### config.mk
export PLATFORM = sky130hd
export DESIGN_NAME = uart_tx_framer
export DESIGN_NICKNAME = d
export VERILOG_FILES = /design/src/rtl/uart_tx_framer.sv
export SDC_FILE = /design/constraint.sdc
export NUM_CORES = 1
export LEC_CHECK = 0
export BUFFER_PORTS_ARGS = -buffer_cell sky130_fd_sc_hd__buf_2
export CAP_MARGIN = 25
export CORE_ASPECT_RATIO = 0.75
export CORE_UTILIZATION = 40
export DETAILED_ROUTE_END_ITERATION = 7
export GPL_TIMING_DRIVEN = 0
export MAX_ROUTING_LAYER = met4
export PLACE_DENSITY = 0.66
export SYNTH_ARGS = -nofsm -noshare
export SYNTH_HDL_FRONTEND = slang
export SYNTH_SLANG_ARGS = --single-unit
### constraint.sdc
create_clock -name clk -period 2.4 [get_ports clk]
set_clock_uncertainty 0.1 [all_clocks]
set_input_delay 0 -clock clk [delete_from_list [all_inputs] [get_ports clk]]
set_output_delay 0 -clock clk [all_outputs]
set_load 0.01 [all_outputs]
### src/rtl/uart_tx_framer.sv
// UART transmit framer: accepts a byte over valid/ready and serializes it as
// start bit, LSB-first data, optional even parity, and stop bit.
module uart_tx_framer #(
    parameter int CLKS_PER_BIT = 100,
    parameter int DATA_BITS    = 8,
    parameter int PARITY_EN    = 0
) (
    input  logic                 clk,
    input  logic                 rst,
    input  logic [DATA_BITS-1:0] tx_data,
    input  logic                 tx_valid,
    output logic                 tx_ready,
    output logic                 tx_serial,
    output logic                 tx_busy,
    output logic                 tx_done
);

    localparam int BAUD_W = $clog2(CLKS_PER_BIT);
    localparam int BIT_W  = $clog2(DATA_BITS);

    typedef enum logic [2:0] {
        IDLE,
        START,
        DATA,
        PARITY,
        STOP
    } state_e;

    state_e               state_q;
    logic [BAUD_W-1:0]    baud_q;
    logic [BIT_W-1:0]     bit_q;
    logic [DATA_BITS-1:0] shift_q;
    logic                 parity_q;
    logic                 serial_q;
    logic                 done_q;
    logic                 baud_last;
    logic                 bit_last;

    assign baud_last = (baud_q == BAUD_W'(CLKS_PER_BIT - 1));
    assign bit_last  = (bit_q == BIT_W'(DATA_BITS - 1));

    // Ready is gated by rst directly so it is low on every reset cycle and
    // rises in the very first cycle after rst drops.
    assign tx_ready  = (state_q == IDLE) && !rst;
    assign tx_busy   = (state_q != IDLE);
    assign tx_serial = serial_q;
    assign tx_done   = done_q;

    // NOTE: every register below uses non-blocking assignment so all state
    // updates take effect together at the clock edge, independent of order.
    always_ff @(posedge clk) begin
        if (rst) begin
            state_q  <= IDLE;
            baud_q   <= '0;
            bit_q    <= '0;
            shift_q  <= '0;
            parity_q <= 1'b0;
            serial_q <= 1'b1;
            done_q   <= 1'b0;
        end else begin
            done_q <= 1'b0;
            case (state_q)
                IDLE: begin
                    serial_q <= 1'b1;
                    if (tx_valid) begin
                        shift_q  <= tx_data;
                        parity_q <= ^tx_data;
                        baud_q   <= '0;
                        serial_q <= 1'b0;
                        state_q  <= START;
                    end
                end
                START: begin
                    if (baud_last) begin
                        baud_q   <= '0;
                        bit_q    <= '0;
                        serial_q <= shift_q[0];
                        state_q  <= DATA;
                    end else begin
                        baud_q <= baud_q + BAUD_W'(1);
                    end
                end
                DATA: begin
                    if (baud_last) begin
                        baud_q <= '0;
                        if (bit_last) begin
                            if (PARITY_EN != 0) begin
                                serial_q <= parity_q;
                                state_q  <= PARITY;
                            end else begin
                                serial_q <= 1'b1;
                                state_q  <= STOP;
                            end
                        end else begin
                            // Bit 1 of the pre-shift value is the next data bit.
                            bit_q    <= bit_q + BIT_W'(1);
                            shift_q  <= shift_q >> 1;
                            serial_q <= shift_q[1];
                        end
                    end else begin
                        baud_q <= baud_q + BAUD_W'(1);
                    end
                end
                PARITY: begin
                    if (baud_last) begin
                        baud_q   <= '0;
                        serial_q <= 1'b1;
                        state_q  <= STOP;
                    end else begin
                        baud_q <= baud_q + BAUD_W'(1);
                    end
                end
                STOP: begin
                    if (baud_last) begin
                        baud_q   <= '0;
                        serial_q <= 1'b1;
                        done_q   <= 1'b1;
                        state_q  <= IDLE;
                    end else begin
                        baud_q <= baud_q + BAUD_W'(1);
                    end
                end
                default: begin
                    serial_q <= 1'b1;
                    state_q  <= IDLE;
                end
            endcase
        end
    end

endmodule
[After elaboration in Yosys (flattened, before gate mapping)]
Cells that the tools add are included.
Cells by class
  add/subtract/negate cells: 2
  equality and inequality tests: 14
  muxes and demuxes: 24
  bitwise logic cells: 1
  reduce and logical (&&, ||, !) cells: 15
Operators by type and width (number)
  $mux 3: 8
  $mux 8: 3
  $pmux 8 s2: 1
  $pmux 3 s5: 1
  $mux 7: 2
  $ne 2x2->1 const B: 7
  $pmux 7 s2: 1
  $reduce_and 4->1: 2
  $add 7x1->7 const B: 1
  $eq 7x7->1 const B: 1
  $eq 3x2->1 const B: 2
  $eq 3x3->1 const B: 2
  $mux 1: 6
  $pmux 3 s2: 1
  $reduce_and 6->1: 1
  $reduce_bool 2->1: 3
  $pmux 1 s4: 1
  $reduce_or 2->1: 2
  $reduce_or 4->1: 1
  $add 3x1->3 const B: 1
  $eq 3x1->1 const B: 1
  $logic_not 3->1: 1
  $reduce_and 3->1: 1
  $reduce_bool 3->1: 1
  5 further kinds: 5
Word-level totals
  bits in registers: 23
  bits of input ports: 11
  output and inout bits: 4
  logic and storage cells: 62

[Longest topological paths before layout]
Gate-level depths: netlist of run 1.
  depth after elaboration: 4
  gate-level depth with buffers: 6

[Least setup slack after synthesis of run 1]
No wires, ideal clock.
  path kind: register -> register
  from: reg bit_q[0]
  to: reg bit_q[0]
  library setup time: 129 ps
  data arrival time: 1956 ps
  data required time: 2171 ps
  setup slack: 215 ps
  stages on the path, launching flop included: 7
  buffers on the path: 0
  period minus slack after synthesis: 2185 ps
  cells stage by stage: dfxtp_1 ha_1 ha_1 or3b_2 a2111oi_2 mux2i_1 nor2_1
Between the ends
  word-level cells in the longest chain between the ends: 4
  elaborated cells on any way between the ends: 7
  classes of those cells: add/sub: 1; eq/ne: 2; mux: 3; reduce/logical: 1
RTL lines
  start: declaration: line 31  | logic [BIT_W-1:0] bit_q;
  start signal: assignment: line 96  | bit_q <= bit_q + BIT_W'(1);
  $add 3x1->3: line 96
  $mux 3: line 86  | if (bit_last) begin
  $mux 3: line 84  | if (baud_last) begin
  $pmux 3 s2: line 62  | case (state_q)
Several ways; a longest one is shown, not always the timed one. The select of a mux whose other input is x is not followed.
A chain may end at the register's enable or synchronous reset.

[Worst setup path in the final report of run 1]
Same ends and word-level chain as after synthesis.

==> results.cfg, run 1 <==
[cells_and_area]
fillers = 253
final_cell_mix = dfxtp_1, buf_2, a21oi_1
area_delta_synth_final_pct = 19.3
fin_util_pct = 52.5
multi_input_area_sq_um = 712
fin_area_sq_um = 1440
regArea_sq_um = 460
drive_gt1_share_pct = 18.2
mostFrequentLayoutCell = dfxtp_1
antenna_cells = 0
finalNetCount = 169

[run]
drv_cap = 0

[sta]
clock.fmax_mhz = 450
finalMaxSlewViolations = 0
tns_ns = 0
hold_ws_ns = -0.00383
fin_crit_sh_pct = 92.7
worst_pin_slew_ns = 0.609
max_slew_margin_pct = 59.4
hold_violations = 2
finalSetupViolations = 0
rsz0062_at_grt = no
period_minus_slack_ns = 2.22

[synthesis]
synth-async-reset-ratio_pct = 0
synth_edf_count = 0
synth_nets = 144
syn_area_per_cell_sq_um = 9.28
ys_seq_area_share_pct = 38.2
ys_types = 41
synthFlopType = dfxtp_1
syn_inst = 130
synthesis.area_sq_um = 1210
ys_warn_count = 0
ys_seq_elements = 23

[route]
via_per_inst = 5.79
drt_iter0_markers = 58
firstDrtPassIters = 4
routed_wl_um = 2720
wl_per_cell_um = 14.3
drc = 0
ant_nets = 0
vias = 1100

[die]
die-area_sq_um = 3240
die_x_um = 65.4
core-area_sq_um = 2740
ios = 15
die_h_um = 49.6
start_util_pct = 44.0
num_rows = 16

[clock_tree]
tritoncts = built
cts_root_buf = clkbuf_8
clk_path_buf_depth = 2
cts_setup_buffers = 0
clk_latency_ns = 0.26
htreeDepth = 1
numCtsBuffers = 3
path_clk_slew_ns = 0.08
cts.sinks = 23

[global_route]
antenna_found_initial = 0
grt_overflow = 0
grt_max_degree = 13
grt_pass1_wl_um = 4610
grt_pass1_vias = 1022
grt_usage_pct = 19.2

[critical_path]
worstSetupPathType = reg2reg
end_kind = register
cp_max_fo = 5
start_kind = register
rr_worst_depth = 6
critPathArrivalTime_ns = 2.27
critPathRequiredTime_ns = 2.44

[hold_path]
hold_path_class = in2reg
hold_depth = 3

[placed_design]
dpl_cell_area_sq_um = 1320
place_hpwl_um = 1910
portBuffers = 14
gp_congestion = 0.838

[power]
ir_drop_mv = 0.249
power_density_nw_per_um2 = 511
p_leak_nw = 0.504

[outcome]
status = finished with violations
violations = negative hold slack
path summary, 6_finish.rpt:
| path | startpoint | slack [ns] | endpoint |
|---|---|---|---|
| max | bit_q[0]$_SDFFE_PP0P_ | 0.18 | bit_q[0]$_SDFFE_PP0P_ |
| min | tx_data[4] | -0.004 | shift_q[4]$_SDFFE_PP0P_ |
| max reg2reg | bit_q[0]$_SDFFE_PP0P_ | 0.18 | bit_q[0]$_SDFFE_PP0P_ |
| min reg2reg | bit_q[1]$_SDFFE_PP0P_ | 0.38 | bit_q[1]$_SDFFE_PP0P_ |
kinds of logic (layout without fill, tap and decap cells):
kind of cell / Yosys count / count (layout) / synth area share, %
buffers and inverters: 10 / 34 / 3.84
and+or+nand+nor: 45 / 45 / 21.9
muxes: 9 / 9 / 7.47
AOI/OAI and AO/OA: 37 / 37 / 23.3
adders and majority gates: 3 / 3 / 3.11
xor gates and xnor gates: 3 / 3 / 2.18
DFF: 23 / 23 / 38.2
power by group:
group          total [mW]  internal [mW]  switching (mW)
clock network       0.243          0.119           0.124
registers           0.406          0.396         0.00935
logic              0.0873         0.0407          0.0466
layout make-up:
| class | instances | area share [%] |
|---|---|---|
| repair buffers | 20 | 9.04 |
| inverters | 1 | 0.261 |
| well taps | 36 | 3.13 |
| multi-input cells | 97 | 49.5 |
| plain buffers | 9 | 2.96 |
| flip-flops and latches | 23 | 32.0 |
| clock buffers | 4 | 3.13 |
state kept, by name, summed over array words and instances (netlist names):
name,count
state_q,3
tx_serial,1
baud_q,7
bit_q,3
tx_done,1
shift_q,8
cell usage after synthesis, types with 2 or more instances:
library cell | instances | share of area (%)
nand3_1 | 5 | 2.1
a211oi_1 | 9 | 5.6
xor2_1 | 3 | 2.2
and3_1 | 3 | 1.6
a2111oi_0 | 2 | 1.5
mux2i_1 | 9 | 7.5
o21bai_1 | 2 | 1.2
or4_1 | 3 | 1.9
nor2b_1 | 2 | 1.0
nor4_1 | 2 | 1.0
nand2_1 | 4 | 1.2
nand2b_1 | 4 | 2.1
nor2_1 | 10 | 3.1
a21oi_1 | 11 | 4.6
nand4_1 | 2 | 1.0
dfxtp_1 | 23 | 38
or3_1 | 2 | 1.0
ha_1 | 3 | 3.1
o31ai_1 | 2 | 1.2
or3b_2 | 2 | 1.5
clkbuf_1 | 7 | 2.2
what timing repair did:
action,4_1_cts,5_1_grt
hold buffers,6,0
hold endpoints to repair,6,0
cloned,0,0
pin swaps,0,1
gates resized for setup,1,0
setup endpoints to repair,2,1
critical path: stages, from the launching register on:
cell	delay, ns
dfxtp_1	0.34
ha_1	0.20
ha_1	0.24
or3b_2	0.50
a2111oi_4	0.43
mux2i_1	0.23
nor2_1	0.05
stage by stage:
stage | worst slack, ns | total power, mW | std cells | hold slack, ns
finish | 0.176 | 0.736 | 190 | -0.00383
global route | 0.0336 | 0.766 | 190 | 0.0167
detailed placement | 0.000699 | 0.494 | 180 | 0.254
floorplan | 0.215 | 0.467 | 130 | 0.130
CTS | 0.108 | 0.735 | 190 | 0.00260
global placement | 0.0505 | 0.490 | 180 | 0.246
metal layers:
layer	global-route usage, %	routed length (um)
met5	-	0
met4	3.62	14
met1	23.3	1260
met3	6.25	132
met2	31.1	1320
(Power assumes the default switching activity.)
==> inputs of run 2 (changes only) <==
==> constraint.sdc (replaced) <==
create_clock -name clk -period 2.5 [get_ports clk]
set_clock_uncertainty 0.1 [all_clocks]
set_input_delay 0 -clock clk [delete_from_list [all_inputs] [get_ports clk]]
set_output_delay 0 -clock clk [all_outputs]
set_load 0.01 [all_outputs]
==> results.cfg, run 2 (same netlist as run 1, synthesis figures left out) <==
[critical_path]
critPathArrivalTime_ns = 2.33
start_kind = register
cp_max_fo = 5
worstSetupPathType = reg2reg
critPathRequiredTime_ns = 2.54
end_kind = register

[sta]
fin_ws_ns = 0.218
fin_crit_sh_pct = 91.3
finalSetupViolations = 0
period_minus_slack_ns = 2.28
clock.fmax_mhz = 438
hold_ws_ns = -0.00290
hold_violations = 2
worst_pin_slew_ns = 0.607
tns_ns = 0
finalMaxSlewViolations = 0
rsz0062_at_grt = no
max_slew_margin_pct = 59.6

[placed_design]
gp_congestion = 0.838
place_hpwl_um = 1910
dp_slack_ns = 0.101
portBuffers = 14
dp_cells = 180

[global_route]
grt_overflow = 0
grt_pass1_wl_um = 4570
grt_pass1_vias = 1010
antenna_found_initial = 0
grt_usage_pct = 19.0
grt_max_degree = 13

[cells_and_area]
final_cell_mix = dfxtp_1, buf_2, a21oi_1
top_regs = shift_q (8), baud_q (7)
finalNetCount = 169
final_cells = 190
antenna_cells = 0
mostFrequentLayoutCell = dfxtp_1
drive_gt1_share_pct = 18.2
largest_register_ffs = 8
regMostFlops = shift_q
area_delta_synth_final_pct = 19.3

[die]
start_util_pct = 44.0
die_h_um = 49.6
core-area_sq_um = 2740
die-area_sq_um = 3240
die_x_um = 65.4
ios = 15
num_rows = 16

[route]
wl_per_cell_um = 14.3
drt_iter0_markers = 65
vias = 1093
ant_nets = 0
firstDrtPassIters = 4
routed_wl_um = 2730
via_per_inst = 5.75
drc = 0

[outcome]
violations = negative hold slack
status = finished with violations

[clock_tree]
cts_root_buf = clkbuf_8
clk_latency_ns = 0.26
path_clk_slew_ns = 0.08
cts.sinks = 23
clk_path_buf_depth = 2
tritoncts = built
numCtsBuffers = 3
cts_setup_buffers = 0
htreeDepth = 1

[power]
power_density_nw_per_um2 = 491
p_leak_nw = 0.504
ir_drop_mv = 0.239

[run]
drv_cap = 0

[hold_path]
hold_path_class = in2reg
## run 2: stage by stage
stage / util (%) / hold slack (ns) / area, sq um / power (mW)
after floorplan: - / 0.130 / 1210 / 0.448
after global placement: 48.2 / 0.246 / 1320 / 0.471
after detailed placement: 48.2 / 0.254 / 1320 / 0.474
after CTS: 52.0 / 0.00260 / 1430 / 0.705
after global routing: 52.5 / 0.0167 / 1440 / 0.735
final: 52.5 / -0.00290 / 1440 / 0.707
## run 2: layout make-up
type / instances / area [sq um]
Sequential cell: 23 / 460
Fill cell: 253 / 1300
Inverter: 1 / 3.75
Multi-Input combinational cell: 97 / 712
Tap cell: 36 / 45.0
Buffer: 9 / 42.5
Timing Repair Buffer: 20 / 130
Clock buffer: 4 / 45.0
## run 2: worst max-delay path, stage by stage, from the launching register on
cell       delay, ns
dfxtp_1         0.34
ha_1            0.20
ha_1            0.24
or3b_2          0.51
a2111oi_4       0.49
mux2i_1         0.23
nor2_1          0.05
## run 2: repair_timing
action                     CTS  global route
resized for setup            0             1
hold buffers                 6             0
hold endpoints to repair     6             0
setup endpoints to repair    0             3
## run 2: report_power, final
group | switching, mW | total (mW) | internal [mW]
clock network | 0.120 | 0.234 | 0.114
logic | 0.0447 | 0.0839 | 0.0392
registers | 0.00901 | 0.390 | 0.380
total | 0.174 | 0.707 | 0.534
## run 2: worst paths after layout
path | start | depth (start not counted) | slack, ns | end
max | bit_q[0]$_SDFFE_PP0P_ | 6 | 0.22 | bit_q[0]$_SDFFE_PP0P_
min | tx_data[4] | 3 | -0.003 | shift_q[4]$_SDFFE_PP0P_
max reg2reg | bit_q[0]$_SDFFE_PP0P_ | 6 | 0.22 | bit_q[0]$_SDFFE_PP0P_
min reg2reg | bit_q[1]$_SDFFE_PP0P_ | 2 | 0.38 | bit_q[1]$_SDFFE_PP0P_
## run 2: routing by layer
metal / share of wire [%] / global-route usage [%] / vias to the layer above / wire length (um)
met1: 46 / 23.1 / 527 / 1260
met2: 48 / 30.8 / 32 / 1310
met3: 5.1 / 6.25 / 2 / 139
met4: 0.51 / 3.62 / 0 / 14
li1: - / - / 532 / -
met5: 0 / - / - / 0
